File: src/rtl/ads1292_pkg.sv
// Purpose: shared frame layout, field positions and helpers for the ADS1292 frame path.
// Latency: none (types, constants and pure functions only).
// Backpressure: not applicable.
package ads1292_pkg;

  localparam int STATUS_MSB = 71;
  localparam int LOFF_MSB   = 67;
  localparam int LOFF_LSB   = 63;
  localparam int CH1_MSB    = 47;
  localparam int CH2_MSB    = 23;
  localparam int SAMPLE_W   = 24;
  localparam int FRAME_W    = 72;
  localparam int LOFF_W     = LOFF_MSB - LOFF_LSB + 1;

  localparam logic [3:0] HEADER = 4'hC;

  // Bit offset of the status word inside the full frame.
  localparam int STATUS_LSB = CH1_MSB + 1;

  typedef struct packed {
    logic [SAMPLE_W-1:0] status;
    logic [SAMPLE_W-1:0] ch1;
    logic [SAMPLE_W-1:0] ch2;
  } frame_t;

  // A frame is trusted only when the fixed 4-bit sync nibble is present.
  function automatic logic header_ok(input frame_t f);
    return f.status[STATUS_MSB-STATUS_LSB -: 4] == HEADER;
  endfunction

  // LOFF_STAT bits, re-based from frame positions into the status word.
  function automatic logic [LOFF_W-1:0] lead_off_bits(input frame_t f);
    return f.status[LOFF_MSB-STATUS_LSB : LOFF_LSB-STATUS_LSB];
  endfunction

  // Channel 2 occupies the bottom of the frame.
  function automatic logic [SAMPLE_W-1:0] ch2_bits(input frame_t f);
    return f.ch2[CH2_MSB:0];
  endfunction

endpackage

File: src/rtl/khu_sync_fifo.sv
// Purpose: single-clock circular FIFO with wrap-bit pointers and an occupancy count.
// Latency: write at the push edge, visible on rd_data the next cycle; read data is mem[rd_ptr].
// Backpressure: push is ignored when full unless a pop happens in the same cycle; pop ignored when empty.
module khu_sync_fifo #(
  parameter int WIDTH = 24,
  parameter int DEPTH = 16
) (
  input  logic                     clk,
  input  logic                     rst_n,
  input  logic                     clear,
  input  logic                     push,
  input  logic [WIDTH-1:0]         push_data,
  input  logic                     pop,
  output logic [WIDTH-1:0]         rd_data,
  output logic                     full,
  output logic                     empty,
  output logic [$clog2(DEPTH):0]   level
);

  localparam int AW = $clog2(DEPTH);
  localparam logic [AW:0] PTR_ONE = {{AW{1'b0}}, 1'b1};

  logic [WIDTH-1:0] mem [DEPTH];
  logic [AW:0]      wr_ptr;
  logic [AW:0]      rd_ptr;
  logic             do_pop;
  logic             do_push;

  assign empty   = (wr_ptr == rd_ptr);
  assign full    = (wr_ptr == {~rd_ptr[AW], rd_ptr[AW-1:0]});
  assign level   = wr_ptr - rd_ptr;
  assign rd_data = mem[rd_ptr[AW-1:0]];

  // A pop frees the head slot this cycle, so a push into a full FIFO is still legal then.
  assign do_pop  = pop & ~empty;
  assign do_push = push & (~full | do_pop);

  // Storage is deliberately left unreset; only the pointers define what is valid.
  always_ff @(posedge clk) begin
    if (do_push) begin
      mem[wr_ptr[AW-1:0]] <= push_data;
    end
  end

  // Pointer update; clear collapses both pointers back to slot 0.
  always_ff @(posedge clk or negedge rst_n) begin
    if (!rst_n) begin
      wr_ptr <= '0;
      rd_ptr <= '0;
    end else if (clear) begin
      wr_ptr <= '0;
      rd_ptr <= '0;
    end else begin
      if (do_push) wr_ptr <= wr_ptr + PTR_ONE;
      if (do_pop)  rd_ptr <= rd_ptr + PTR_ONE;
    end
  end

endmodule

File: src/rtl/ads1292_frame_buffer.sv
// Purpose: validate RDATAC frames, extract one channel into a FIFO, track lead-off and error counts.
// Latency: frame edge at clock N -> sample/level/lead-off visible in cycle N+1; ack at N -> next head at N+1.
// Backpressure: consumer acks to pop; frames arriving while full are dropped and counted.
module ads1292_frame_buffer
  import ads1292_pkg::*;
#(
  parameter int DEPTH  = 16,
  parameter int CH_SEL = 1,
  parameter int CNT_W  = 16
) (
  input  logic                     i_CLK,
  input  logic                     i_RSTN,
  input  logic [FRAME_W-1:0]       i_ADS1292_DATA_OUT,
  input  logic                     i_ADS1292_DATA_VALID,
  input  logic                     i_CLEAR,
  output logic [SAMPLE_W-1:0]      o_SAMPLE_DATA,
  output logic                     o_SAMPLE_VALID,
  input  logic                     i_SAMPLE_ACK,
  output logic [LOFF_W-1:0]        o_LEAD_OFF,
  output logic [$clog2(DEPTH):0]   o_FIFO_LEVEL,
  output logic [CNT_W-1:0]         o_OVERFLOW_CNT,
  output logic [CNT_W-1:0]         o_HEADER_ERR_CNT
);

  localparam logic [CNT_W-1:0] CNT_ONE = {{(CNT_W-1){1'b0}}, 1'b1};

  frame_t              frame;
  logic                valid_d;
  logic                frame_edge;
  logic                take;
  logic                hdr_good;
  logic                fifo_full;
  logic                fifo_empty;
  logic                pop;
  logic                push;
  logic                drop;
  logic                hdr_bad;
  logic [SAMPLE_W-1:0] sample;

  assign frame      = frame_t'(i_ADS1292_DATA_OUT);
  assign frame_edge = i_ADS1292_DATA_VALID & ~valid_d;
  assign hdr_good   = header_ok(frame);
  assign sample     = (CH_SEL == 0) ? frame.ch1 : ch2_bits(frame);

  // Clear overrides everything, including a frame landing on the same edge.
  assign take    = frame_edge & ~i_CLEAR;
  assign pop     = i_SAMPLE_ACK & ~fifo_empty & ~i_CLEAR;
  assign push    = take & hdr_good & (~fifo_full | pop);
  assign drop    = take & hdr_good & fifo_full & ~pop;
  assign hdr_bad = take & ~hdr_good;

  assign o_SAMPLE_VALID = ~fifo_empty;

  // Delayed flag for rising-edge detect; resets high so a flag held across reset is not a frame.
  always_ff @(posedge i_CLK or negedge i_RSTN) begin
    if (!i_RSTN) valid_d <= 1'b1;
    else         valid_d <= i_ADS1292_DATA_VALID;
  end

  // Lead-off status follows the most recent frame with a good header.
  always_ff @(posedge i_CLK or negedge i_RSTN) begin
    if (!i_RSTN)                   o_LEAD_OFF <= '0;
    else if (i_CLEAR)              o_LEAD_OFF <= '0;
    else if (take && hdr_good)     o_LEAD_OFF <= lead_off_bits(frame);
  end

  // Saturating error counters for dropped-on-full and bad-header frames.
  always_ff @(posedge i_CLK or negedge i_RSTN) begin
    if (!i_RSTN) begin
      o_OVERFLOW_CNT   <= '0;
      o_HEADER_ERR_CNT <= '0;
    end else if (i_CLEAR) begin
      o_OVERFLOW_CNT   <= '0;
      o_HEADER_ERR_CNT <= '0;
    end else begin
      if (drop && o_OVERFLOW_CNT != '1)      o_OVERFLOW_CNT   <= o_OVERFLOW_CNT + CNT_ONE;
      if (hdr_bad && o_HEADER_ERR_CNT != '1) o_HEADER_ERR_CNT <= o_HEADER_ERR_CNT + CNT_ONE;
    end
  end

  khu_sync_fifo #(
    .WIDTH (SAMPLE_W),
    .DEPTH (DEPTH)
  ) u_fifo (
    .clk       (i_CLK),
    .rst_n     (i_RSTN),
    .clear     (i_CLEAR),
    .push      (push),
    .push_data (sample),
    .pop       (pop),
    .rd_data   (o_SAMPLE_DATA),
    .full      (fifo_full),
    .empty     (fifo_empty),
    .level     (o_FIFO_LEVEL)
  );

endmodule

File: config.mk
export PLATFORM = sky130hd
export DESIGN_NAME = ads1292_frame_buffer
export DESIGN_NICKNAME = d
export VERILOG_FILES = /design/src/rtl/ads1292_pkg.sv /design/src/rtl/khu_sync_fifo.sv /design/src/rtl/ads1292_frame_buffer.sv
export SDC_FILE = /design/constraint.sdc
export NUM_CORES = 1
export LEC_CHECK = 0
export BUFFER_PORTS_ARGS = -buffer_cell sky130_fd_sc_hd__buf_2
export CAP_MARGIN = 10
export CELL_PAD_IN_SITES_DETAIL_PLACEMENT = 0
export CELL_PAD_IN_SITES_GLOBAL_PLACEMENT = 1
export CORE_ASPECT_RATIO = 0.8
export CORE_MARGIN = 10
export CORE_UTILIZATION = 46
export CTS_CLUSTER_SIZE = 40
export DETAILED_ROUTE_END_ITERATION = 10
export PLACE_DENSITY = 0.75
export SLEW_MARGIN = 5
export SYNTH_ARGS = -nofsm -noshare
export SYNTH_HDL_FRONTEND = slang
export SYNTH_HIERARCHICAL = 1
export SYNTH_SLANG_ARGS = --single-unit
File: constraint.sdc
create_clock -name i_CLK -period 4.5 [get_ports i_CLK]
set_input_delay 0.9 -clock i_CLK [delete_from_list [all_inputs] [get_ports i_CLK]]
set_output_delay 0.9 -clock i_CLK [all_outputs]
set_load 0.01 [all_outputs]
# Word-level counts from Yosys, hierarchy flattened
# Memories as Yosys holds them, arrays and structs flattened.
# Index checks and enable logic that the tools add are counted.
# totals
ff_bits	48
mem_bits_rw	384
inputBits	77
out_inout_bits	67
word_cells	57
n_memories	1
# op_classes
n_addsub	5
eq_ne	5
mux	12
bitwise	20
n_reduce_logical	8
# mem_list
name	depth	word_bits	rd	rd_clocked_by_memory_dff	write_ports	line	source
u_fifo.mem	16	24	1	0	1	khu_sync_fifo.sv:23	logic [WIDTH-1:0] mem [DEPTH];
# ops
operator	n
$mux W16	4
$add A16 B1 Y16 const B	2
$ne A16 B16 Y1 const B	2
$mux W5	6
$and A1 B1 Y1	11
$add A5 B1 Y5 const B	2
$eq A5 B5 Y1	2
$reduce_bool A2 Y1	5
$not A1 Y1	7
$sub A5 B5 Y5	1
$eq A4 B4 Y1 const B	1
$logic_and A1 B1 Y1	3
$mux W1	2
$or A1 B1 Y1	2

# Logic depth before layout (Yosys ltp)
# Gate-level depths: netlist (run 1).
# logic_depth
depth_word	9
ltp_mapped	13
ltp_nobuf	10

# Modules after synthesis
# Netlist (run 1), hierarchy kept.
# by_module_without_submodules
module	n_inst	cells_each	area_per_inst_um2	seq_area_each_um2
khu_sync_fifo	1	738	15509.9	11781.3
ads1292_frame_buffer	1	224	2118.3	952.2

# Least setup slack after synthesis (run 1)
# Ideal clock, no wire load.
# synth_timing
kind	flip-flop to flip-flop
from	register u_fifo.rd_ptr[1]
to	memory u_fifo.mem[15][0] (enable)
setup_time_ps	405
t_arrival_ps	3929
t_required_ps	4095
slack_ps	166
path_stages_with_launch	13
path_buffers	3
synth_period_minus_slack_ps	4334
cell_sequence	dfrtp_1 -> buf_2 -> buf_1 -> inv_1 -> ha_1 -> nand4_2 -> nor2_1 -> nor3b_1 -> nor2b_1 -> nor2_1 -> o31ai_4 -> buf_4 -> nor2_1
# synth_via
elab_chain_len	9
elab_cells_between_ends	13
classes_between	eq/ne (2); mux (2); bitwise (9)
# synth_rtl
item	line	source
start, declared	khu_sync_fifo.sv:25	logic [AW:0] rd_ptr;
start signal, assigned	khu_sync_fifo.sv:55	if (do_pop) rd_ptr <= rd_ptr + PTR_ONE;
$eq A5 B5 Y1	khu_sync_fifo.sv:29	assign empty = (wr_ptr == rd_ptr);
net fifo_empty	ads1292_frame_buffer.sv:33	logic fifo_empty;
$not A1 Y1	ads1292_frame_buffer.sv:47	assign pop = i_SAMPLE_ACK & ~fifo_empty & ~i_CLEAR;
$and A1 B1 Y1 (2 in series)	ads1292_frame_buffer.sv:47	
net pop	ads1292_frame_buffer.sv:34	logic pop;
$or A1 B1 Y1	ads1292_frame_buffer.sv:48	assign push = take & hdr_good & (~fifo_full | pop);
$and A1 B1 Y1	ads1292_frame_buffer.sv:48	
net push	ads1292_frame_buffer.sv:35	logic push;
$and A1 B1 Y1	khu_sync_fifo.sv:36	assign do_push = push & (~full | do_pop);
$mux W1	khu_sync_fifo.sv:40	if (do_push) begin
$mux W1 (not written as such)	khu_sync_fifo.sv:41	mem[wr_ptr[AW-1:0]] <= push_data;
end, declared	khu_sync_fifo.sv:23	
# The timed path passes the listed nets, and every way through them passes these cells.

# Worst setup path in the final report (run 1)
# layout_timing
from	register u_fifo.rd_ptr[2]
to	output port o_SAMPLE_DATA[0]
# layout_via
elab_chain_len	1
# layout_rtl
item	line	source
$mem_v2 Z16 W24	--	
end, declared	ads1292_frame_buffer.sv:16	output logic [SAMPLE_W-1:0] o_SAMPLE_DATA,
# No other way between the ends.

==> impl_metrics.csv, run 1 <==
group,metric,value,unit
final_layout,n_antenna_cell,0,
timing,max_slew.worst_pin.slew,1.080,ns
floorplan,die-height,195.1,um
timing,final.setup_skew,0.01932,ns
worst_setup_path,cp-start-kind,"flip-flop",
cts,cts.reportedPaths.clkPinSlew,0.06,ns
placed_design,portBuffers,104,
grt,grt_pass1_wl,57640,um
timing,grt_setup_unrepaired,"no",
drt,route.vias.total,9144,
cts,ctsHoldBuffers,0,
synthesis,postSynth.asyncResetShare,0.1111,
cts,post_cts.resized_instances,0,
final_layout,stdcell_count,1623,
pwr,peakVddDrop,313.0,uV
final_layout,layout-drive-gt1-share,0.2677,
final_layout,final_common_cell,"edfxtp_1",
run_status,run_status,"finished, final reports clean",
floorplan,floorplan.die.width,238.9,um
grt,pin_count_of_the_biggest_net_entering_global_routing,124,
drt,totalWireLength,36970,um
placed_design,finalWeightedCongestion,0.7775,
grt,first_global_vias,9448,
floorplan,placeable_core_area,38040,um^2
grt,antenna_violations_before_repair,1,
cts,clock_insertion_delay_worst_skew,0.55,ns
synthesis,synth_seq_area_share,0.7223,
drt,vias_per_cell,5.634,
drt,ant_nets,0,
drt,routed_wire_length_per_instance,22.78,um
synthesis,synthCells,962,
timing,period_share,0.8664,
synthesis,syn_area_per_cell,18.32,um^2
final_layout,commonest_cells_after_routing_fill_and_taps_aside,"edfxtp_1, buf_2, mux2i_1, mux4_2, clkbuf_16",
drt,detail_route.first_pass.iterations,5,
floorplan,die_area,46600,um^2
timing,final.min_clock_period,3.899,ns
min_path,min_path_type,"input pin to asynchronous set/reset pin",
worst_setup_path,crit_arrival,3.00,ns
placed_design,dp.final_hpwl,21700,um
grt,global_route.overflow_total,0,
worst_setup_path,path_max_fanout,40,
drt,drc,0,
timing,tns,0,ns
floorplan,fp-row-count,64,
timing,finalSetupViolCount,0,
worst_setup_path,cp_data_required_time,3.60,ns
placed_design,numPlacedInstances,1544,
final_layout,nNetsFinal,1183,
timing,report.final.slew_viol_count,0,
pwr,power-per-cell-area,391.4,nW/um^2
grt,track_usage,0.1606,
synthesis,synth_enable_flop_cells,384,
worst_setup_path,timing.reg2reg.setup_slack,0.98,ns
job,max_cap_violations,0,
synthesis,postSynthNetCount,1051,
synthesis,netlist_area,17630,um^2
timing,fmaxAchievable,0.2565,GHz
final_layout,syn2layout_area_growth,14.95,%
timing,timing.max_slew.rel_slack,0.2802,
synthesis,synth_ff_type,"edfxtp_1",
synthesis,yosysWarningCount,6,
drt,first_iter_violations,727,
cts,post-cts-setup-buffers,0,
cts,cts_num_sinks,432,
timing,finalHoldViolCount,0,
worst_setup_path,cp-end-kind,"primary output",
worst_setup_path,timing.setup.critical_path_class,"flip-flop to primary output",
pwr,static-leakage-power,0.006721,uW
cts,tritoncts,"built",
cts,clock_tree.root_cell,"clkbuf_16",
cts,clock_tree.htree_level_count,2,
floorplan,initial_util,0.4635,
cts,cts_inserted_buffers,43,
synthesis,postSynthRegisterBits,432,
cts,cts-root-to-sink-buffers,3,
synthesis,synth.distinct_cells,62,
floorplan,ios,144,
## layer usage
layer,share of wire,vias up,GRT usage
met3,0.048,50,0.02730
li1,-,4130,-
met1,0.46,4772,0.2289
met2,0.48,190,0.2533
met5,0.00019,-,0
met4,0.017,2,0.03815
## cells in the mapped netlist (all sizes together) (2+ instances only)
library cell  instances  area (um^2)
nand3                21        105.1
nor2                 41        156.4
nor4                  6        58.80
a31o                  2        17.52
clkbuf               21        98.85
nand4                11        75.07
and2                 16        100.1
a221oi               24        210.2
a211o                 4        35.03
a21o                  3        22.52
mux2i                78        780.8
nor3                 12        60.06
nand2                28        105.1
a21oi                11        55.05
a31oi                 2        27.53
and3                  9        61.31
and4                  5        46.29
o21ai                59        299.0
inv                  11        41.29
dfrtp                47         1176
buf                  28        260.3
mux2                  4        45.04
mux4                 72         1622
and4bb                2        25.02
ha                   11        137.6
nor2b                 7        43.79
xor2                  5        43.79
edfxtp              384        11530
xnor2                18        165.2
nor3b                 5        53.80
or3                   5        31.28
## flip-flops by register name, summed over array words and instances, names as in the netlist
signal and flops:
o_LEAD_OFF 5, o_OVERFLOW_CNT 16, u_fifo/mem 384, u_fifo/wr_ptr 5, u_fifo/rd_ptr 5, valid_d 1
o_HEADER_ERR_CNT 16
## cells by family (layout without fill, tap and decap cells)
kind of cell | after synthesis | in the layout | share of synthesized area
xor+xnor | 23 | 23 | 0.01185
flops | 432 | 432 | 0.7223
mux | 154 | 154 | 0.1388
fa+ha+maj | 12 | 12 | 0.008943
buf+inv | 61 | 227 | 0.02293
compound gates | 108 | 108 | 0.03996
simple gates | 172 | 172 | 0.05515
## layout make-up
type	instances	area, um^2
fill	2987	17770
sequential	432	12740
multi-input combinational	469	4523
clock buffer	49	1151
timing repair buffer	136	960.9
tap	495	619.3
clock inverter	30	225.2
inverter	12	45.04
## path summary, 6_finish.rpt
kind                                        endpoint  depth (start not counted)                 start
worst max register to register    u_fifo/mem[11][21]                         10      u_fifo/wr_ptr[2]
worst min-delay path            o_HEADER_ERR_CNT[15]                          2                i_RSTN
max in group asynchronous           u_fifo/rd_ptr[0]                          2                i_RSTN
worst max-delay path                o_SAMPLE_DATA[0]                          7      u_fifo/rd_ptr[2]
worst min register to register         o_LEAD_OFF[1]                          2         o_LEAD_OFF[1]
min in group i_CLK                           valid_d                          1  i_ADS1292_DATA_VALID
## metrics by stage
step | hold WS, ns | util | instance area, um^2 | setup WS, ns | total power [uW]
after floorplan | 0.5420 | - | 17630 | 0.1663 | 4474
after global placement | 0.4969 | 0.4966 | 18890 | 0.9025 | 4544
after detailed placement | 0.5020 | 0.4966 | 18890 | 0.8494 | 4550
after CTS | 0.4460 | 0.5328 | 20260 | 0.5688 | 8015
after global routing | 0.4572 | 0.5328 | 20260 | 0.4316 | 8193
final | 0.4687 | 0.5328 | 20260 | 0.6012 | 7932
## critical path, cell delays in order (launching register included)
cell and delay, ns:
dfrtp_2 0.39, buf_4 0.48, nor2b_2 0.65, buf_12 0.24, a221oi_1 0.09, o21ai_0 0.13, o21ai_0 0.20, buf_2 0.19
## where the power goes
| part | internal, uW | switching (uW) |
|---|---|---|
| registers | 4370 | 2.48 |
| clock network | 1970 | 1500 |
| logic | 21.0 | 72.0 |
| total | 6360 | 1580 |
(Power assumes the default switching activity.)
==> run 2, diff against run 1 <==
==> constraint.sdc (replaced) <==
create_clock -name i_CLK -period 3.3 [get_ports i_CLK]
set_input_delay 0.66 -clock i_CLK [delete_from_list [all_inputs] [get_ports i_CLK]]
set_output_delay 0.66 -clock i_CLK [all_outputs]
set_load 0.01 [all_outputs]
==> impl_metrics.csv, run 2 (synthesis gave the netlist of run 1 again) <==
group,metric,value,unit
run_status,run_status,"finished, final reports clean",
final_layout,largest_register_ffs,384,
pwr,static-leakage-power,0.006790,uW
pwr,power-per-cell-area,526.7,nW/um^2
final_layout,commonest_cells_after_routing_fill_and_taps_aside,"edfxtp_1, buf_2, mux2i_1, mux4_2, clkbuf_16",
timing,grt_setup_unrepaired,"yes",
timing,fmaxAchievable,0.3095,GHz
worst_setup_path,worstPathBufferInverterCount,3,
final_layout,syn2layout_area_growth,16.02,%
floorplan,die_area,46600,um^2
timing,report.final.slew_viol_count,0,
grt,antenna_violations_before_repair,0,
cts,ctsHoldBuffers,0,
grt,first_global_vias,9236,
worst_setup_path,critical-path-top-cell-by-count,"o21ai_1",
worst_setup_path,cp_data_required_time,2.64,ns
worst_setup_path,cp-end-kind,"primary output",
worst_setup_path,timing.critical_path.slowest_stage_cell,"dfrtp_4",
floorplan,ios,144,
worst_setup_path,timing.setup.critical_path_class,"flip-flop to primary output",
floorplan,placeable_core_area,38040,um^2
cts,cts_num_sinks,432,
cts,tritoncts,"built",
drt,first_iter_violations,646,
cts,cts.reportedPaths.clkPinSlew,0.06,ns
cts,clock_tree.htree_level_count,2,
worst_setup_path,path_max_fanout,23,
final_layout,final_common_cell,"edfxtp_1",
final_layout,area_of_combinational_cells_with_multiple_inputs,4604,um^2
drt,ant_nets,0,
worst_setup_path,startpoint_of_the_most_critical_register_to_register_path,"u_fifo/rd_ptr[2]",
grt,grt_pass1_wl,57620,um
grt,global_route.overflow_total,0,
floorplan,initial_util,0.4635,
final_layout,nNetsFinal,1190,
pwr,peakVddDrop,532.2,uV
timing,finalHoldViolCount,0,
timing,finalSetupViolCount,0,
placed_design,portBuffers,104,
floorplan,floorplan.die.width,238.9,um
cts,clock_tree.root_cell,"clkbuf_16",
timing,final.setup_skew,0.02217,ns
placed_design,postPlaceCellArea,18920,um^2
worst_setup_path,worst_path_largest_cell_delay,0.52,ns
timing,final.min_clock_period,3.231,ns
grt,pin_count_of_the_biggest_net_entering_global_routing,76,
min_path,min_path_type,"input pin to asynchronous set/reset pin",
worst_setup_path,critical_path.top_delay_family,"buffers and inverters",
timing,max_slew.worst_pin.slew,0.6235,ns
drt,routed_wire_length_per_instance,23.33,um
drt,totalWireLength,38050,um
pwr,cellInternalPower,8671,uW
final_layout,layout-drive-gt1-share,0.2826,
floorplan,fp-row-count,64,
pwr,pwr-share-seq,0.553,
worst_setup_path,startpoint,"u_fifo/rd_ptr[0]",
worst_setup_path,cp-start-kind,"flip-flop",
pwr,share_comb_of_total_power,0.012,
worst_setup_path,crit_path_cell_trace,"buf_16 > bufbuf_16 > mux2i_1 > a221oi_1 > o21ai_1 > o21ai_1 > buf_2",
final_layout,ff_latch_area,12740,um^2
final_layout,design_area,20450,um^2
placed_design,finalWeightedCongestion,0.8391,
timing,period_share,0.9792,
job,max_cap_violations,0,
final_layout,num-fill-cells,3005,
drt,detail_route.first_pass.iterations,5,
worst_setup_path,crit_arrival,2.57,ns
drt,route.vias.total,9210,
pwr,power_frac_clock,0.435,
drt,drc,0,
timing,hold_ws,0.1190,ns
pwr,sw_frac,0.1950,
drt,vias_per_cell,5.647,
cts,cts_inserted_buffers,43,
grt,track_usage,0.1614,
cts,clock_insertion_delay_worst_skew,0.55,ns
cts,cts-root-to-sink-buffers,3,
placed_design,dp.final_hpwl,21560,um
timing,timing.max_slew.rel_slack,0.5844,
floorplan,die-height,195.1,um
pwr,total_switching_power,2101,uW
final_layout,n_antenna_cell,0,
[run 2: worst register-to-register path: cells and delay by family (launching register included)]
kind,cells,cell delay [ns]
AOI/OAI and AO/OA,1,0.15
and+or+nand+nor,7,1.33
adders and majority gates,1,0.34
DFF,1,0.48
buffers and inverters,2,0.36
[run 2: metal layers]
| metal | vias to the layer above | track usage | share of wire |
|---|---|---|---|
| met4 | 0 | 0.03910 | 0.015 |
| met3 | 44 | 0.03068 | 0.059 |
| met5 | - | 0 | 0 |
| li1 | 4143 | - | - |
| met2 | 238 | 0.2533 | 0.48 |
| met1 | 4785 | 0.2289 | 0.45 |
[run 2: power groups by stage]
stage	Combinational (uW)	Clock, uW	Sequential (uW)
after floorplan	25.0	0	6080
after global placement	129	0	6070
after detailed placement	136	0	6070
after CTS	136	4800	5960
after global routing	151	5010	5960
final	131	4680	5960
[run 2: final timing paths]
kind,to,slack (ns),depth (start not counted)
min,o_HEADER_ERR_CNT[15],0.12,1
max in group asynchronous,u_fifo/rd_ptr[0],2.54,2
min in group i_CLK,valid_d,0.22,1
min reg2reg,o_LEAD_OFF[3],0.51,2
max,o_SAMPLE_DATA[14],0.07,7
max reg2reg,u_fifo/mem[10][7],0.32,11
[run 2: cell type report]
class	instances	area share
flip-flops and latches	432	0.6229
repair buffers	143	0.05329
well taps	495	0.03028
clock buffers	53	0.05549
multi-input cells	469	0.2251
inverters	12	0.002202
clock inverters	27	0.01071
[run 2: what timing repair did]
action | CTS | global route
endpoints found under the setup margin | 20 | 14
cloned | 2 | 1
resized for setup | 9 | 10
setup buffers | 0 | 0
[run 2: metrics by stage]
step | worst slack (ns) | power, uW | setup TNS (ns) | util | std cells
floorplan | 0.05329 | 6102 | 0 | - | 962
global placement | 0.3709 | 6202 | 0 | 0.4975 | 1548
detailed placement | 0.3522 | 6209 | 0 | 0.4975 | 1548
CTS | 0.002198 | 10900 | 0 | 0.5358 | 1630
global route | -0.04347 | 11110 | -0.2126 | 0.5377 | 1631
finish | 0.06875 | 10770 | 0 | 0.5377 | 1631
